$ cat config.mk
export PLATFORM = sky130hd
export DESIGN_NAME = deser_1to8
export DESIGN_NICKNAME = d
export VERILOG_FILES = /design/src/rtl/deser_pkg.sv /design/src/rtl/demux_1to8.sv /design/src/rtl/deser_1to8.sv
export SDC_FILE = /design/constraint.sdc
export NUM_CORES = 1
export LEC_CHECK = 0
export ABC_CLOCK_PERIOD_IN_PS = 6800
export CORE_UTILIZATION = 53
export DETAILED_ROUTE_END_ITERATION = 8
export HOLD_SLACK_MARGIN = 0.03
export PLACE_DENSITY = 0.84
export SYNTH_ARGS = -nofsm -noshare
export SYNTH_HDL_FRONTEND = slang
export SYNTH_HIERARCHICAL = 1
export SYNTH_SLANG_ARGS = --single-unit
$ cat constraint.sdc
create_clock -name clk -period 6.8 [get_ports clk]
set_input_delay 1.02 -clock clk [delete_from_list [all_inputs] [get_ports clk]]
set_output_delay 1.02 -clock clk [all_outputs]
set_load 0.005 [all_outputs]
$ cat src/rtl/deser_pkg.sv
// Shared constants and helpers for the 1:8 deserialiser slice.
// DESER_PARITY_EN adds a trailing even-parity slot to every frame.
package deser_pkg;

  localparam int unsigned DESER_WIDTH_DEF = 8;

  // Serial slots per frame, including the parity slot when enabled.
`ifdef DESER_PARITY_EN
  localparam int unsigned DESER_FRAME_LEN = DESER_WIDTH_DEF + 1;
`else
  localparam int unsigned DESER_FRAME_LEN = DESER_WIDTH_DEF;
`endif

  function automatic int unsigned deser_idx_w(input int unsigned width);
`ifdef DESER_PARITY_EN
    return $clog2(width) + 1;
`else
    return $clog2(width);
`endif
  endfunction

endpackage

$ cat src/rtl/demux_1to8.sv
// 1:N demux: decodes sel into a one-hot write enable, all-zero when en is low.
module demux_1to8 import deser_pkg::*; #(
  parameter int unsigned N     = DESER_WIDTH_DEF,
  parameter int unsigned SEL_W = $clog2(N)
) (
  input  logic [SEL_W-1:0] sel,
  input  logic             en,
  output logic [N-1:0]     we
);

  always_comb begin
    we = '0;
    if (en) we[sel] = 1'b1;
  end

endmodule

$ cat src/rtl/deser_1to8.sv
// Serial-to-parallel collector with a valid/ready output register.
// DESER_PARITY_EN appends an even-parity slot and an out_perr flag.
module deser_1to8 import deser_pkg::*; #(
  parameter int unsigned WIDTH = DESER_WIDTH_DEF,
  parameter int unsigned IDX_W = deser_idx_w(WIDTH)
) (
  input  logic             clk,
  input  logic             rst_n,
  input  logic             clear,
  input  logic             in_valid,
  output logic             in_ready,
  input  logic             d,
  output logic [IDX_W-1:0] idx,
  output logic             out_valid,
  input  logic             out_ready,
  output logic [WIDTH-1:0] out_data
`ifdef DESER_PARITY_EN
  ,
  output logic             out_perr
`endif
);

  localparam int unsigned SEL_W = $clog2(WIDTH);
`ifdef DESER_PARITY_EN
  localparam int unsigned SLOTS = WIDTH + 1;
`else
  localparam int unsigned SLOTS = WIDTH;
`endif
  localparam logic [IDX_W-1:0] LAST = IDX_W'(SLOTS - 1);

  logic [IDX_W-1:0] idx_q;
  logic [WIDTH-1:0] acc_q, acc_d, we, frame_data;
  logic [WIDTH-1:0] out_data_q;
  logic             out_valid_q;
  logic             at_last, accept, complete, consume, wr_en;

  assign at_last  = (idx_q == LAST);
  // Only the completing slot waits on the output register.
  assign in_ready = !(at_last && out_valid_q && !out_ready);
  assign accept   = in_valid && in_ready && !clear;
  assign complete = accept && at_last;
  assign consume  = out_valid_q && out_ready;

`ifdef DESER_PARITY_EN
  assign wr_en      = accept && !at_last;
  assign frame_data = acc_q;
`else
  assign wr_en      = accept;
  assign frame_data = {d, acc_q[WIDTH-2:0]};
`endif

  demux_1to8 #(
    .N     (WIDTH),
    .SEL_W (SEL_W)
  ) u_demux (
    .sel (idx_q[SEL_W-1:0]),
    .en  (wr_en),
    .we  (we)
  );

  assign acc_d = (acc_q & ~we) | (we & {WIDTH{d}});

  always_ff @(posedge clk or negedge rst_n) begin
    if (!rst_n) begin
      idx_q       <= '0;
      acc_q       <= '0;
      out_valid_q <= 1'b0;
      out_data_q  <= '0;
    end else if (clear) begin
      idx_q       <= '0;
      out_valid_q <= 1'b0;
    end else begin
      acc_q <= acc_d;
      if (accept) idx_q <= at_last ? '0 : idx_q + IDX_W'(1);
      if (complete) begin
        out_valid_q <= 1'b1;
        out_data_q  <= frame_data;
      end else if (consume) begin
        out_valid_q <= 1'b0;
      end
    end
  end

`ifdef DESER_PARITY_EN
  logic out_perr_q;

  always_ff @(posedge clk or negedge rst_n) begin
    if (!rst_n) begin
      out_perr_q <= 1'b0;
    end else if (complete) begin
      out_perr_q <= (^acc_q) ^ d;
    end
  end

  assign out_perr = out_perr_q;
`endif

  assign idx       = idx_q;
  assign out_valid = out_valid_q;
  assign out_data  = out_data_q;

endmodule

==> results.ini <==
[run_status]
status = finished, final reports clean

[timing]
fmax_mhz = 310.2
period_needed_ns = 3.224
setup_viol = 0
post-route-period-util_pct = 47.41
hold_viol = 0
slew-limit-headroom_pct = 44.71
fin_skew_ns = 0.006235
whs_ns = 0.5146
fin_setup_tns_ns = 0
postLayoutSetupSlackWorst_ns = 3.576
rsz0062_at_grt = false
worstMarginPinSlew_ns = 0.8268
slew_viol_final = 0

[clock_network]
clock_latency_ns = 0.29
clkTransAtPathRegs_ns = 0.11
cts_hold_buf = 0
post_cts_buffers = 0
post_cts_resized = 0
cts_root_buffer = clkbuf_4
cts_made_buffers = 3
cts_tree = built
clk_path_buf_depth = 2
cts_sinks = 19
cts_htree_levels = 1

[floorplan]
die_y_um = 43.63
placementRows = 14
coreArea_mm2 = 0.001559
die_w_um = 43.63
initial_core_util_pct = 58.91
ios = 19
die_area_mm2 = 0.001903

[synth]
syn_nets = 76
synthCells = 68
synth_area_um2 = 918.4
syn_area_per_cell_um2 = 13.51
synth_warnings = 6

[route]
wl_per_cell_um = 14.13
detail_route.iter0.violations = 6
ant_nets = 0
finalWirelength_mm = 1.484
dr.pass1.iters = 4
vias = 597
drc = 0
routed_via_density = 5.686

[global_route]
grt_antenna_before_repair = 0
globalRouteMet3Util_pct = 2.500
grt_busiest_layer = met2
grt-ovfl-total = 0
grt_pass1_wl_mm = 2.470
grt_pass1_vias = 528
grt_use_met2_pct = 27.76
track_usage_pct = 17.59
grt_use_met1_pct = 25.07
grt_max_degree = 20

[worst_setup_path]
worst-path-stages = 3
critPathMaxStageDelay_ns = 0.54
cp_slowest_cell = clkdlybuf4s50_1
cp_common_cell = clkdlybuf4s50_1
critical_path.top_delay_family = buffers and inverters
r2r_cells = 8
crit_chain = clkdlybuf4s50_1 > nand3b_1 > clkdlybuf4s50_1
critPathKind = in -> out
cp_num_buf_inv = 2
crit_arrival_ns = 2.20
startpoint_type = primary input
worst-path-max-fanout = 5
end_kind = output pin
cp.required_ns = 5.78

[pwr]
leakage_nw = 0.5147
vdd_ir_drop_max_mv = 0.1363
pwr_density_cell_mw_per_mm2 = 175.7

[placed_design]
port_buffers = 18
hpwl_mm = 1.046
place_ws_ns = 3.592
gp_congestion = 0.6549

[hold_path]
whs_path_depth = 1
hold_path_class = reg -> reg

[cells_and_area]
syn2layout_area_growth_pct = 24.39
fin_nets = 98
n_antenna_cell = 0
fillCellCount = 115
drive_above_1_share_pct = 28.09

[flow_run]
drv_cap = 0

==> through the flow <==
step	utilization [%]	power [mW]	area, µm²	instances
global route	73.27	0.2088	1142	105
detailed placement	71.51	0.1482	1115	101
finish	73.27	0.2007	1142	105
global placement	71.51	0.1470	1115	101
floorplan	-	0.1366	918.4	68
CTS	73.27	0.2027	1142	105
==> final cells by class <==
type	instances	area, µm²	area share [%]
multi-input cells	48	439.2	38.44
clock inverters	1	5.005	0.4381
flip-flops and latches	19	475.5	41.62
well taps	16	20.02	1.752
repair buffers	18	180.2	15.77
clock buffers	3	22.52	1.972
==> routing by layer <==
layer,vias to the layer above,part of all wire (%)
met5,-,0
met4,0,0.88
met3,2,6.2
met2,17,43
met1,281,50
li1,297,-
==> cell usage in the layout (no fill, tap or decap), drive strengths merged <==
master / instances
dfrtp: 19
clkdlybuf4s50: 18
mux2: 15
nand2b: 8
nor2b: 4
o21ai: 3
clkbuf: 3
and4bb: 3
and4b: 3
nand4b: 2
ha: 2
nand3b: 1
and2: 1
nand2: 1
nor3b: 1
nor3: 1
nand3: 1
a21oi: 1
clkinv: 1
nor4b: 1
==> where the power goes <==
group | total, mW | leakage [nW] | internal (mW) | switching [mW]
Combinational | 0.0208 | 0.238 | 0.0125 | 0.00834
Clock | 0.0551 | 0.0177 | 0.0218 | 0.0333
Sequential | 0.125 | 0.259 | 0.120 | 0.00519
==> final timing paths <==
path / from / slack [ns] / endpoint
max in group asynchronous: rst_n / 5.09 / idx[2]
min in group asynchronous: rst_n / 1.20 / out_data[1]
hold / removal: flop / 0.51 / flop
setup / recovery: out_ready / 3.58 / in_ready
hold reg to reg: flop / 0.51 / flop
setup reg to reg: idx[0] / 4.25 / flop
Note: power is estimated with default switching activity, not from simulation.
